`src/rtl/ps2_key_decoder_if.sv`:
```
// Bundle of the PS/2 line inputs and the decoded key outputs.
// The keyboard side (or a bench) uses master; the decoder uses slave.
interface ps2_key_decoder_if;
  logic        ps2_clk;
  logic        ps2_data;
  logic [35:0] keys_code;
  logic        key_valid;
  logic        frame_err;

  modport master (
    output ps2_clk, ps2_data,
    input  keys_code, key_valid, frame_err
  );

  modport slave (
    input  ps2_clk, ps2_data,
    output keys_code, key_valid, frame_err
  );
endinterface

```
`src/rtl/ps2_key_decoder.sv`:
```
// PS/2 keyboard decoder (scan code set 2). Deserializes 11-bit frames,
// tracks make/break/extended prefixes and presents the currently held
// letter/digit key as a 36-bit one-hot code (A-Z = bits 0-25, 0-9 = 26-35).
module ps2_key_decoder #(
  parameter int TIMEOUT_CYCLES = 100000,
  parameter int SYNC_STAGES    = 2
) (
  input logic              clk,
  input logic              rst_n,
  ps2_key_decoder_if.slave bus
);
  localparam int TW = (TIMEOUT_CYCLES > 2) ? $clog2(TIMEOUT_CYCLES) : 1;
  localparam logic [TW-1:0] TMO_LAST = TW'(TIMEOUT_CYCLES - 1);

  typedef enum logic [1:0] {S_IDLE, S_BREAK, S_EXT, S_EXT_BREAK} state_t;

  // Returns {hit, index}; index is the one-hot bit position of the key.
  function automatic logic [6:0] scan_lookup(input logic [7:0] code);
    logic [6:0] r;
    r = '0;
    case (code)
      8'h1C: r = {1'b1, 6'd0};   8'h32: r = {1'b1, 6'd1};
      8'h21: r = {1'b1, 6'd2};   8'h23: r = {1'b1, 6'd3};
      8'h24: r = {1'b1, 6'd4};   8'h2B: r = {1'b1, 6'd5};
      8'h34: r = {1'b1, 6'd6};   8'h33: r = {1'b1, 6'd7};
      8'h43: r = {1'b1, 6'd8};   8'h3B: r = {1'b1, 6'd9};
      8'h42: r = {1'b1, 6'd10};  8'h4B: r = {1'b1, 6'd11};
      8'h3A: r = {1'b1, 6'd12};  8'h31: r = {1'b1, 6'd13};
      8'h44: r = {1'b1, 6'd14};  8'h4D: r = {1'b1, 6'd15};
      8'h15: r = {1'b1, 6'd16};  8'h2D: r = {1'b1, 6'd17};
      8'h1B: r = {1'b1, 6'd18};  8'h2C: r = {1'b1, 6'd19};
      8'h3C: r = {1'b1, 6'd20};  8'h2A: r = {1'b1, 6'd21};
      8'h1D: r = {1'b1, 6'd22};  8'h22: r = {1'b1, 6'd23};
      8'h35: r = {1'b1, 6'd24};  8'h1A: r = {1'b1, 6'd25};
      8'h45: r = {1'b1, 6'd26};  8'h16: r = {1'b1, 6'd27};
      8'h1E: r = {1'b1, 6'd28};  8'h26: r = {1'b1, 6'd29};
      8'h25: r = {1'b1, 6'd30};  8'h2E: r = {1'b1, 6'd31};
      8'h36: r = {1'b1, 6'd32};  8'h3D: r = {1'b1, 6'd33};
      8'h3E: r = {1'b1, 6'd34};  8'h46: r = {1'b1, 6'd35};
      default: r = '0;
    endcase
    return r;
  endfunction

  logic [SYNC_STAGES-1:0] clk_sync_q, clk_sync_d;
  logic [SYNC_STAGES-1:0] data_sync_q, data_sync_d;
  logic                   clk_prev_q, clk_prev_d;
  logic [3:0]             bit_cnt_q, bit_cnt_d;
  logic [10:0]            shift_q, shift_d;
  logic [TW-1:0]          tmo_q, tmo_d;
  logic [7:0]             byte_q, byte_d;
  logic                   byte_vld_q, byte_vld_d;
  logic                   frame_err_q, frame_err_d;
  state_t                 state_q, state_d;
  logic [35:0]            keys_q, keys_d;
  logic                   key_valid_q, key_valid_d;

  logic        ps2_clk_s, ps2_data_s, fall;
  logic [6:0]  lookup;
  logic        hit;
  logic [35:0] onehot;

  assign ps2_clk_s  = clk_sync_q[SYNC_STAGES-1];
  assign ps2_data_s = data_sync_q[SYNC_STAGES-1];
  assign fall       = clk_prev_q & ~ps2_clk_s;

  // Synchronizer shift chains; the raw line enters at bit 0.
  always_comb begin
    clk_sync_d  = {clk_sync_q[SYNC_STAGES-2:0], bus.ps2_clk};
    data_sync_d = {data_sync_q[SYNC_STAGES-2:0], bus.ps2_data};
    clk_prev_d  = ps2_clk_s;
  end

  // Frame deserializer: shift on falling edges, validate on the 11th bit,
  // discard a partial frame when the line goes quiet too long.
  always_comb begin
    bit_cnt_d   = bit_cnt_q;
    shift_d     = shift_q;
    tmo_d       = tmo_q;
    byte_d      = byte_q;
    byte_vld_d  = 1'b0;
    frame_err_d = 1'b0;
    if (fall) begin
      tmo_d   = '0;
      shift_d = {ps2_data_s, shift_q[10:1]};
      if (bit_cnt_q == 4'd10) begin
        bit_cnt_d = 4'd0;
        // shift_d[0]=start, [8:1]=data, [9]=parity, [10]=stop
        if (!shift_d[0] && shift_d[10] && (^shift_d[9:1])) begin
          byte_d     = shift_d[8:1];
          byte_vld_d = 1'b1;
        end else begin
          frame_err_d = 1'b1;
        end
      end else begin
        bit_cnt_d = bit_cnt_q + 4'd1;
      end
    end else if (bit_cnt_q != 4'd0) begin
      if (tmo_q == TMO_LAST) begin
        bit_cnt_d   = 4'd0;
        tmo_d       = '0;
        frame_err_d = 1'b1;
      end else begin
        tmo_d = tmo_q + TW'(1);
      end
    end
  end

  assign lookup = scan_lookup(byte_q);
  assign hit    = lookup[6];
  assign onehot = 36'd1 << lookup[5:0];

  // Byte FSM: prefix tracking and make/break application to the held key.
  always_comb begin
    state_d     = state_q;
    keys_d      = keys_q;
    key_valid_d = 1'b0;
    if (byte_vld_q) begin
      unique case (state_q)
        S_IDLE: begin
          if (byte_q == 8'hF0) begin
            state_d = S_BREAK;
          end else if (byte_q == 8'hE0) begin
            state_d = S_EXT;
          end else if (hit) begin
            keys_d      = onehot;
            key_valid_d = (onehot != keys_q);
          end
        end
        S_BREAK: begin
          // Only releasing the key currently shown clears the output.
          if (hit && ((keys_q & onehot) != 36'd0)) keys_d = '0;
          state_d = S_IDLE;
        end
        S_EXT:       state_d = (byte_q == 8'hF0) ? S_EXT_BREAK : S_IDLE;
        S_EXT_BREAK: state_d = S_IDLE;
        default:     state_d = S_IDLE;
      endcase
    end
  end

  // State registers; synchronizers idle high so reset produces no edge.
  always_ff @(posedge clk or negedge rst_n) begin
    if (!rst_n) begin
      clk_sync_q  <= '1;
      data_sync_q <= '1;
      clk_prev_q  <= 1'b1;
      bit_cnt_q   <= '0;
      shift_q     <= '0;
      tmo_q       <= '0;
      byte_q      <= '0;
      byte_vld_q  <= 1'b0;
      frame_err_q <= 1'b0;
      state_q     <= S_IDLE;
      keys_q      <= '0;
      key_valid_q <= 1'b0;
    end else begin
      clk_sync_q  <= clk_sync_d;
      data_sync_q <= data_sync_d;
      clk_prev_q  <= clk_prev_d;
      bit_cnt_q   <= bit_cnt_d;
      shift_q     <= shift_d;
      tmo_q       <= tmo_d;
      byte_q      <= byte_d;
      byte_vld_q  <= byte_vld_d;
      frame_err_q <= frame_err_d;
      state_q     <= state_d;
      keys_q      <= keys_d;
      key_valid_q <= key_valid_d;
    end
  end

  assign bus.keys_code = keys_q;
  assign bus.key_valid = key_valid_q;
  assign bus.frame_err = frame_err_q;
endmodule

```
`src/flat_wrapper.sv`:
```
// flat-port wrapper written by rule: the top's interface ports become plain ports
module ps2_key_decoder_flat 
#(
  parameter int TIMEOUT_CYCLES = 100000,
  parameter int SYNC_STAGES    = 2
)
  (clk, rst_n, bus_ps2_clk, bus_ps2_data, bus_keys_code, bus_key_valid, bus_frame_err);
  ps2_key_decoder_if bus_i ();
  input logic clk;
  input logic rst_n;
  input wire logic [$bits(bus_i.ps2_clk)-1:0] bus_ps2_clk;
  input wire logic [$bits(bus_i.ps2_data)-1:0] bus_ps2_data;
  output wire logic [$bits(bus_i.keys_code)-1:0] bus_keys_code;
  output wire logic [$bits(bus_i.key_valid)-1:0] bus_key_valid;
  output wire logic [$bits(bus_i.frame_err)-1:0] bus_frame_err;
  assign bus_i.ps2_clk = bus_ps2_clk;
  assign bus_i.ps2_data = bus_ps2_data;
  assign bus_keys_code = bus_i.keys_code;
  assign bus_key_valid = bus_i.key_valid;
  assign bus_frame_err = bus_i.frame_err;
  ps2_key_decoder #(.TIMEOUT_CYCLES(TIMEOUT_CYCLES), .SYNC_STAGES(SYNC_STAGES)) u_core (.clk(clk), .rst_n(rst_n), .bus(bus_i));
endmodule
```
`config.mk`:
```
export PLATFORM = sky130hd
export DESIGN_NAME = ps2_key_decoder_flat
export DESIGN_NICKNAME = d
export VERILOG_FILES = /design/src/rtl/ps2_key_decoder_if.sv /design/src/rtl/ps2_key_decoder.sv /design/src/flat_wrapper.sv
export SDC_FILE = /design/constraint.sdc
export NUM_CORES = 1
export LEC_CHECK = 0
export BUFFER_PORTS_ARGS = -buffer_cell sky130_fd_sc_hd__buf_2
export CORE_ASPECT_RATIO = 0.5
export CORE_MARGIN = 1
export CORE_UTILIZATION = 35
export DETAILED_ROUTE_END_ITERATION = 6
export GPL_ROUTABILITY_DRIVEN = 0
export PLACE_DENSITY = 0.53
export SETUP_SLACK_MARGIN = 0.02
export SLEW_MARGIN = 20
export SYNTH_ARGS = -nofsm -noshare
export SYNTH_HDL_FRONTEND = slang
export SYNTH_SLANG_ARGS = --single-unit
```
`constraint.sdc`:
```
create_clock -name clk -period 11.7 [get_ports clk]
set_input_delay 2.34 -clock clk [delete_from_list [all_inputs] [get_ports clk]]
set_output_delay 2.34 -clock clk [all_outputs]
set_load 0.05 [all_outputs]
```
==> implementation parameters, run 1 <==
Parameter                              Value

Setup path
  Data arrival at the endpoint of the critical path    5.37 ns
  Type of element launching the critical path    flop
  Startpoint of the most critical register-to-register path    u_core.byte_q[2]
  Path type of the worst setup path    flop to flop
  Worst path required time    11.94 ns
  Critical Path Fanout Max    43
  Startpoint of the worst setup timing path    u_core.byte_q[2]
  Crit. End Element    flop

Synthesis
  Synth Instances    603
  Number of enable-type register cells in the synthesized netlist    0
  Net count after synthesis    654
  Ranking of synthesized cells by area    dfrtp_1, ha_1, nand2_1
  Flops & latches, synth    85
  Yosys warns    0
  Async SR Flop Fraction    100%
  Leading register cell type out of synthesis    dfrtp_1
  Area fraction of the dominant cell type after synthesis    36.7%
  Synthesized cell area    5460 um^2
  Cell type with the highest aggregate area in the netlist    dfrtp_1
  Proportion of synthesized chip area in sequential cells    39.1%
  Number of distinct library cells after synthesis    65
  Syn avg cell area    9.05 um^2

Clock network
  TritonCTS Sinks    85
  # resized after CTS    0
  CTS root buffer    clkbuf_16
  Post CTS Setup Buffer Count    0
  Number of buffers inserted during clock tree synthesis    9
  Skew-Pair Late Insertion Delay    0.35 ns
  Hold Buf Count CTS    0
  Clock slew at the register clock pins of the worst setup and hold paths    0.06 ns
  CTS tree    yes
  H-Tree Level Count    3
  Clk buf depth    2

Cells and area
  Design Area, Final    6120 um^2
  Ratio of cells with drive above 1 in the final layout    14.1%
  Multi-input gate area    3120 um^2
  Most used cells in the layout excluding fill and tap cells    nand2_1, dfrtp_1, nor2_1
  Leading cell type in the layout, fill and taps excluded    nand2_1
  Net count, final    676
  Total of fill cells in the finished design    1502
  Syn-to-layout area delta    12.1%
  Number of diodes    0
  FF/Latch Area    2130 um^2

Die
  Die span in y    90.3 um
  Area enclosed by the die boundary    16100 um^2
  Die outline width    179 um
  Initial core utilization    36.7%
  # IOs    42
  Site row count    31
  Core region area    14900 um^2

Timing
  Final worst path period need    5.13 ns
  Hold WS    0.356 ns
  Unrepaired setup endpoints after global routing    false
  TNS Setup    0 ns
  Highest attainable clock frequency    0.195 GHz
  Total of endpoints with negative setup slack in the final report    0
  Final Hold Viols    0
  Actual transition at the worst max-transition pin    0.874 ns
  Period utilization    43.9%
  Worst clock skew    0.00632 ns
  Pins over their slew limit    0
  Relative slew slack    41.8%

Run
  Number of maximum-capacitance violations    0

Routing
  Total via count after detailed routing    4652
  # DRC    0
  Number of iterations in the first detailed-routing pass    7
  Total length of routed wires    14.2 mm
  Post-route ant nets    0
  DR WL/cell    17.1 um
  Number of DRC markers in iteration 0    437
  Drt via density    5.62

Hold path
  Launch point of the worst hold path    u_core.clk_sync_q[0]
  Type of the most critical hold path    flop to flop

Placement
  Number of buffers inserted by port buffering    41
  Detailed placer's ending HPWL    9.87 mm
  Post-DP Area    5790 um^2

Global route
  Overall track demand over capacity in global routing    18.8%
  Number of antenna violations at the first check in global routing    0
  Via count of the first global-routing pass    4489
  Wire length of the first global-routing pass    23.9 mm
  Largest net degree at the start of global routing    62
  Residual overflow from global routing    0

Run status
  Outcome    completed

Power and ir drop
  Peak supply drop    68.1 uV
  Leak    2.88 nW
  Pwr Density    131 nW/um^2
worst paths after layout:
| kind | end | slack [ns] | cells after the start |
|---|---|---|---|
| min in group asynchronous | u_core.bus.keys_code[23] | 1.88 | 1 |
| max in group asynchronous | u_core.bus.frame_err | 8.73 | 2 |
| hold / removal | u_core.clk_sync_q[1] | 0.36 | 0 |
| setup / recovery | u_core.bus.keys_code[25] | 6.57 | 15 |
| setup reg to reg | u_core.bus.keys_code[25] | 6.57 | 15 |
| hold reg to reg | u_core.clk_sync_q[1] | 0.36 | 0 |
sequential cells by signal, indices dropped and copies added, names as in the netlist, 2 cells and up:
name	flops
u_core.data_sync_q	2
u_core.bit_cnt_q	4
u_core.bus.keys_code	36
u_core.clk_sync_q	2
u_core.byte_q	8
u_core.shift_q	10
u_core.state_q	2
u_core.tmo_q	17
synth_stat cells (all sizes together) (9+ instances only):
library cell / count
buf: 16
clkbuf: 20
dfrtp: 80
ha: 47
inv: 11
mux2: 11
nand2: 98
nand2b: 10
nand3: 26
nand3b: 10
nand4: 9
nor2: 52
nor3: 14
nor4: 21
o21ai: 32
o31ai: 37
critical path, stage by stage, from the launching register on:
cell and delay [ns]:
dfrtp_1 0.80, clkinv_1 0.47, ha_1 0.39, nand2b_1 0.08
o211ai_1 0.12, a221o_1 0.39, nand2_1 0.59, nor2_1 0.11
ha_1 0.21, nor4_1 0.30, nand4_1 0.16, nor2_1 0.13
a31o_2 0.49, buf_4 0.46, nor2_1 0.10, a22o_1 0.20
logic make-up after synthesis:
group	synth area share (%)
compound gates	16.2
fa+ha+maj	10.8
flops	39.1
xor+xnor	2.02
buf+inv	3.80
mux	3.23
simple gates	24.9
layout make-up:
type                            count  share of cell area (%)
Clock buffer                       10                    3.90
Clock inverter                      6                    1.41
Tap cell                          198                    4.05
Sequential cell                    85                    34.8
Timing Repair Buffer               47                    4.13
Inverter                           12                   0.736
Multi-Input combinational cell    470                    50.9
per-layer routing:
metal  global-route usage [%]  vias up  routed length (um)
met2                     28.7      112                6160
met1                     26.4     2265                7140
met4                     4.59        0                 205
met5                        0        -                   0
met3                     4.67       19                 693
li1                         -     2256                   -
report_power, final:
group | internal (mW) | switching [mW] | leakage [nW]
logic | 0.0539 | 0.0875 | 1.56
clock network | 0.192 | 0.124 | 0.158
registers | 0.316 | 0.0310 | 1.15
through the flow:
step / setup WS (ns) / util (%) / instances / power, mW
floorplan: 7.96 / - / 603 / 0.453
global placement: 6.66 / 39.0 / 811 / 0.492
detailed placement: 6.52 / 39.0 / 811 / 0.494
CTS: 6.52 / 41.2 / 827 / 0.815
global route: 6.16 / 41.2 / 828 / 0.850
finish: 6.57 / 41.2 / 828 / 0.805
Note: power is estimated with default switching activity, not from simulation.
==> inputs of run 2 (changes only) <==
Settings changed: ABC_AREA from default to 1.
Clock period 11.7 ns to 5.2 ns, I/O delays scaled along.
==> run 2 against run 1 <==
Net effect:
- sequential cell count did not move
- total power rose by 140%
- clock skew rose by 0.0027 ns
- first-iteration DRC count fell by 6.9%
- register-to-register slack got worse by 5.5 ns
- sequential power rose by 130%
- routed wire length fell by 0.34%
- die area rose by 2.7%
- sequential share of layout area fell by 0.75 points
- synthesized cell count rose by 24%
- combinational power rose to 3.3 times the previous value
==> implementation parameters, run 2 <==
Parameter                              Value

Timing
  Highest attainable clock frequency    0.240 GHz
  Unrepaired setup endpoints after global routing    false
  Period utilization    80.1%
  Total of endpoints with negative setup slack in the final report    0
  Worst clock skew    0.00906 ns
  Pins over their slew limit    0
  Relative slew slack    53.3%
  Actual transition at the worst max-transition pin    0.700 ns
  Final worst path period need    4.16 ns
  TNS Setup    0 ns
  Final Hold Viols    0

Setup path
  Data arrival at the endpoint of the critical path    4.44 ns
  Worst path required time    5.48 ns
  Critical path's largest stage delay    0.51 ns
  Setup slack of the most critical reg-to-reg path    1.04 ns
  Type of element launching the critical path    flop
  Critical Path Fanout Max    21
  Crit-path cells    inv_1, ha_1, nand2_1, nand2_1, a21oi_1, o21ai_1, nand3_1, buf_4, inv_2, nor2_1, inv_2, nor2_1, ha_1, nor2_1, nand2_1, nor2_1, nand3_1, o21bai_1, nor3_4, buf_4, nand4_1, nand2_1
  Path type of the worst setup path    flop to flop
  Critical-path cell with the highest stage delay    nor3_4
  Crit. End Element    flop

Hold path
  Type of the most critical hold path    flop to flop

Die
  Area enclosed by the die boundary    16600 um^2
  Site row count    32
  Core region area    15500 um^2
  Initial core utilization    36.1%
  Die outline width    181 um
  # IOs    42
  Die span in y    91.5 um

Placement
  Number of cells in the design after placement    972
  Detailed placer's ending HPWL    10.4 mm
  Number of buffers inserted by port buffering    41

Routing
  Number of DRC markers in iteration 0    407
  Post-route ant nets    0
  DR WL/cell    14.3 um
  Drt via density    4.98
  Total via count after detailed routing    4920
  # DRC    0
  Total length of routed wires    14.2 mm
  Number of iterations in the first detailed-routing pass    5

Cells and area
  Ratio of cells with drive above 1 in the final layout    13.5%
  Most used cells in the layout excluding fill and tap cells    nand2_1, nor2_1, dfrtp_1
  Max FFs per register    36
  Syn-to-layout area delta    11.5%
  Post-Layout Cell Count    988
  Leading cell type in the layout, fill and taps excluded    nand2_1
  Net count, final    830
  Total of fill cells in the finished design    1620
  Number of diodes    0
  Final core area utilization    40.3%

Global route
  GRT met1 Usage    24.7%
  Met2 demand-to-capacity share in global routing    29.9%
  Via count of the first global-routing pass    4760
  Wire length of the first global-routing pass    24.2 mm
  Top Usage Layer GRT    met2
  Largest net degree at the start of global routing    47
  Residual overflow from global routing    0
  Number of antenna violations at the first check in global routing    0
  Global-route met3 utilization    2.73%
  Overall track demand over capacity in global routing    18.1%

Synthesis
  Flops & latches, synth    85
  Yosys warns    0
  Leading register cell type out of synthesis    dfrtp_1
  Area fraction of the dominant cell type after synthesis    35.7%
  Synth Instances    747
  Cell with the most instances after synthesis    nand2_1
  Proportion of synthesized chip area in sequential cells    38.0%
  Number of distinct library cells after synthesis    40
  Top cells by instance count after synthesis    nand2_1, nor2_1, dfrtp_1
  Syn avg cell area    7.51 um^2
  Number of enable-type register cells in the synthesized netlist    0
  Net count after synthesis    798
  Ranking of synthesized cells by area    dfrtp_1, nand2_1, ha_1
  Cell type with the highest aggregate area in the netlist    dfrtp_1
  Synthesized cell area    5610 um^2
  Async SR Flop Fraction    100%

Clock network
  Clock slew at the register clock pins of the worst setup and hold paths    0.06 ns
  H-Tree Level Count    3
  Hold Buf Count CTS    0
  Clk buf depth    2
  CTS root buffer    clkbuf_16
  Skew-Pair Late Insertion Delay    0.34 ns
  TritonCTS Sinks    85
  CTS tree    yes
  Number of buffers inserted during clock tree synthesis    9
  # resized after CTS    0
  Post CTS Setup Buffer Count    0

Power and ir drop
  Peak supply drop    175 uV
  Leak    3.40 nW
  Pwr Density    312 nW/um^2

Run
  Number of maximum-capacitance violations    0

Run status
  Outcome    completed
-- run 2: cell count changes after synthesis, moves of 8 or more --
cell	before	now
nand3b_1	10	1
nand2b_1	10	0
o21ai_0	31	18
nor4_1	20	9
o31ai_1	37	0
mux2_2	11	0
inv_2	0	8
clkbuf_1	20	2
inv_1	11	56
nand4_1	9	33
nand2_1	98	239
nor2_1	52	94
nand3_1	26	54
-- run 2: path summary, 6_finish.rpt --
kind | from | endpoint | cells past startpoint
max | u_core.byte_q[1] | u_core.bus.keys_code[14] | 22
min | u_core.clk_sync_q[0] | u_core.clk_sync_q[1] | 0
max reg2reg | u_core.byte_q[1] | u_core.bus.keys_code[14] | 22
min reg2reg | u_core.clk_sync_q[0] | u_core.clk_sync_q[1] | 0
max in group asynchronous | rst_n | u_core.bit_cnt_q[0] | 2
min in group asynchronous | rst_n | u_core.bus.keys_code[23] | 1
-- run 2: cells by family (layout without fill, tap and decap cells) --
family,after synthesis,count (layout),synth area share [%]
buffers and inverters,89,126,7.45
flip-flops,85,85,38.0
adder cells (fa/ha/maj),47,47,10.5
XOR/XNOR,11,11,1.72
AND/OR/NAND/NOR,464,464,36.5
AO/OA/AOI/OAI,50,50,5.67
multiplexers,1,1,0.178
-- run 2: routing by layer --
metal	routed length (um)	vias up	part of all wire, %
li1	-	2496	-
met5	0	-	0
met1	7040	2283	50
met3	507	22	3.6
met4	240	0	1.7
met2	6360	119	45
-- run 2: final cells by class --
type | instances | area [um^2] | share of cell area (%)
inverter | 65 | 246 | 3.94
clock buffer | 10 | 239 | 3.82
multi-input combinational | 573 | 3060 | 48.9
sequential | 85 | 2130 | 34.1
timing repair buffer | 45 | 238 | 3.80
clock inverter | 6 | 86.3 | 1.38
tap | 204 | 255 | 4.08
-- run 2: power by group --
group	switching, mW	internal, mW	leakage [nW]	total, mW
Sequential	0.0658	0.716	1.15	0.782
Combinational	0.317	0.142	2.09	0.460
Clock	0.275	0.433	0.158	0.709
-- run 2: metrics by stage --
stage | setup WS [ns] | hold WS, ns | cell area [um^2] | power (mW)
after floorplan | 2.01 | 0.345 | 5610 | 1.14
after CTS | 1.03 | 0.356 | 6260 | 1.97
after global routing | 0.542 | 0.359 | 6260 | 2.07
final | 1.04 | 0.356 | 6260 | 1.95
after global placement | 1.10 | 0.346 | 5930 | 1.24
after detailed placement | 1.06 | 0.347 | 5930 | 1.25
-- run 2: critical path: cells and delay by family, from the launching register on --
| family | cells | cell delay [ns] |
|---|---|---|
| AOI/OAI and AO/OA | 3 | 0.35 |
| adders and majority gates | 2 | 0.49 |
| buffers and inverters | 5 | 1.05 |
| DFF | 1 | 0.50 |
| and+or+nand+nor | 12 | 1.69 |
==> inputs of run 3 (changes only) <==
Settings changed: PLACE_DENSITY 0.53 to 0.55.
Clock period 5.2 ns to 3.5 ns, I/O delays scaled along.
==> run 3 against run 2 <==
Net effect:
- total power grew 53%
- critical endpoint is now u_core.bus.keys_code[11]
- combinational power rose by 81%
- setup slack got worse by 0.87 ns
- register-to-register slack got worse by 0.87 ns
- first-iteration DRC count grew 9.6%
- routed wire length up 8.8%
- largest power group unchanged
- via count increased by 6.6%
- core utilization up 4.9 points
- critical path depth is 1 higher
==> implementation parameters, run 3 (synthesis gave the netlist of run 2 again) <==
Parameter                              Value

Run status
  Outcome    completed

Die
  Die outline width    181 um
  Die span in y    91.5 um
  Initial core utilization    36.1%
  Core region area    15500 um^2
  Site row count    32
  Area enclosed by the die boundary    16600 um^2
  # IOs    42

Setup path
  Largest delay share family, worst path    simple AND/OR/NAND/NOR gates
  Setup slack of the most critical reg-to-reg path    0.17 ns
  Crit. End Element    flop
  Total buffers and inverters traversed by the critical path    5
  Reg-to-reg critical path endpoint    u_core.bus.keys_code[11]
  Depth of the worst register-to-register path    23
  CP Depth    23
  Path type of the worst setup path    flop to flop
  Critical-path cell with the highest stage delay    dfrtp_2
  Worst path required time    3.79 ns
  Crit-path cells    inv_4, ha_4, nand2_2, a21oi_2, nand2_1, nand2_1, nand3_2, a21oi_4, nand3_4, nor2_4, inv_2, nor2_1, ha_1, inv_1, nand2_1, nor2_1, nand2_1, o21bai_2, nor3_4, buf_6, buf_8, nand4_1, nand2_1
  Cell seen most often among critical-path stages    nand2_1
  Critical path's largest stage delay    0.48 ns
  Data arrival at the endpoint of the critical path    3.62 ns
  Startpoint of the most critical register-to-register path    u_core.byte_q[0]
  Type of element launching the critical path    flop
  Critical Path Fanout Max    6
  Startpoint of the worst setup timing path    u_core.byte_q[0]
  Last element of the critical path    u_core.bus.keys_code[11]

Placement
  Number of cells in the design after placement    988
  Post-DP Area    6050 um^2
  Detailed placer's ending HPWL    10.6 mm
  Number of buffers inserted by port buffering    41
  Place WS    -0.0486 ns

Clock network
  TritonCTS Sinks    85
  CTS tree    yes
  Number of buffers inserted during clock tree synthesis    9
  Clk buf depth    2
  Skew-Pair Late Insertion Delay    0.35 ns
  CTS root buffer    clkbuf_16
  Clock slew at the register clock pins of the worst setup and hold paths    0.07 ns
  H-Tree Level Count    3

Routing
  Total via count after detailed routing    5246
  Post-route ant nets    0
  Number of DRC markers in iteration 0    446
  DR WL/cell    14.9 um
  Number of iterations in the first detailed-routing pass    5
  Total length of routed wires    15.4 mm
  # DRC    0
  Drt via density    5.07

Timing
  Highest attainable clock frequency    0.300 GHz
  Post-route setup slack    0.169 ns
  Actual transition at the worst max-transition pin    0.637 ns
  Pins over their slew limit    0
  Hold WS    0.295 ns
  Final Hold Viols    0
  Final worst path period need    3.33 ns
  Relative slew slack    57.4%
  Worst clock skew    0.00625 ns
  Period utilization    95.2%
  Total of endpoints with negative setup slack in the final report    0

Global route
  Top Usage Layer GRT    met2
  Global-route met3 utilization    2.97%
  Via count of the first global-routing pass    4797
  Largest net degree at the start of global routing    36
  Residual overflow from global routing    0
  Met2 demand-to-capacity share in global routing    30.3%
  Number of antenna violations at the first check in global routing    0
  GRT met1 Usage    25.0%
  Overall track demand over capacity in global routing    18.4%
  Wire length of the first global-routing pass    24.3 mm

Run
  Number of maximum-capacitance violations    0

Cells and area
  Ratio of cells with drive above 1 in the final layout    26.2%
  Most used cells in the layout excluding fill and tap cells    nand2_1, nor2_1, dfrtp_1
  Design Area, Final    7010 um^2
  Syn-to-layout area delta    25.1%
  Net count, final    877
  Leading cell type in the layout, fill and taps excluded    nand2_1
  Post-Layout Cell Count    1035
  Number of diodes    0
  Max FFs per register    36

Power and ir drop
  Peak supply drop    232 uV
  Leak    3.69 nW
  Pwr Density    426 nW/um^2
  Total power consumption of the routed design    2.99 mW

Hold path
  Type of the most critical hold path    primary input to asynchronous set/reset pin
[run 3: changes by cell type in the layout (fill, tap and decap cells not counted), moves of 5 or more]
cell / previous run / this run
buf_4: 5 / 38
nand2_1: 239 / 218
nand2_2: 5 / 22
nor2_1: 94 / 82
ha_1: 47 / 39
nand3_1: 54 / 46
nor2_4: 4 / 12
buf_6: 0 / 7
inv_1: 56 / 50
nand3_2: 5 / 10
[run 3: timing repair]
item	CTS	global route
buffers inserted	0	28
cloned	0	3
gates resized for setup	3	108
setup endpoints to repair	31	37
hold buffers	0	0
pin swaps	0	38
[run 3: how the worst min path moves through the flow]
stage                              endpoint                 start  slack (ns)  cells after the start
global placement       u_core.clk_sync_q[1]  u_core.clk_sync_q[0]        0.35                      0
detailed placement     u_core.clk_sync_q[1]  u_core.clk_sync_q[0]        0.35                      0
finish              u_core.bus.keys_code[8]                 rst_n        0.29                      1
CTS                 u_core.bus.keys_code[9]                 rst_n        0.31                      1
floorplan              u_core.clk_sync_q[1]  u_core.clk_sync_q[0]        0.35                      0
global route        u_core.bus.keys_code[9]                 rst_n        0.33                      1
[run 3: layout make-up]
| type | instances | area [um^2] |
|---|---|---|
| clock inverter | 6 | 71.3 |
| clock buffer | 10 | 239 |
| inverter | 65 | 260 |
| sequential | 85 | 2140 |
| timing repair buffer | 92 | 679 |
| fill | 1535 | 8520 |
| multi-input combinational | 573 | 3370 |
| tap | 204 | 255 |
[run 3: layer usage]
layer  share of wire, %  wire length (um)
met1                 47              7250
met3                4.2               650
met2                 47              7270
met4                1.4               213
met5                  0                 0
[run 3: stage by stage]
step,TNS [ns],util [%]
floorplan,0,-
global route,-0.00592,45.2
global placement,-0.0495,38.9
CTS,0,41.0
finish,0,45.2
detailed placement,-0.0797,38.9
[run 3: where the power goes]
part           switching [mW]  leakage, nW  internal, mW  total (mW)
Sequential             0.0951         1.15          1.06        1.16
Clock                   0.420        0.151         0.579       0.999
Combinational           0.547         2.39         0.285       0.832
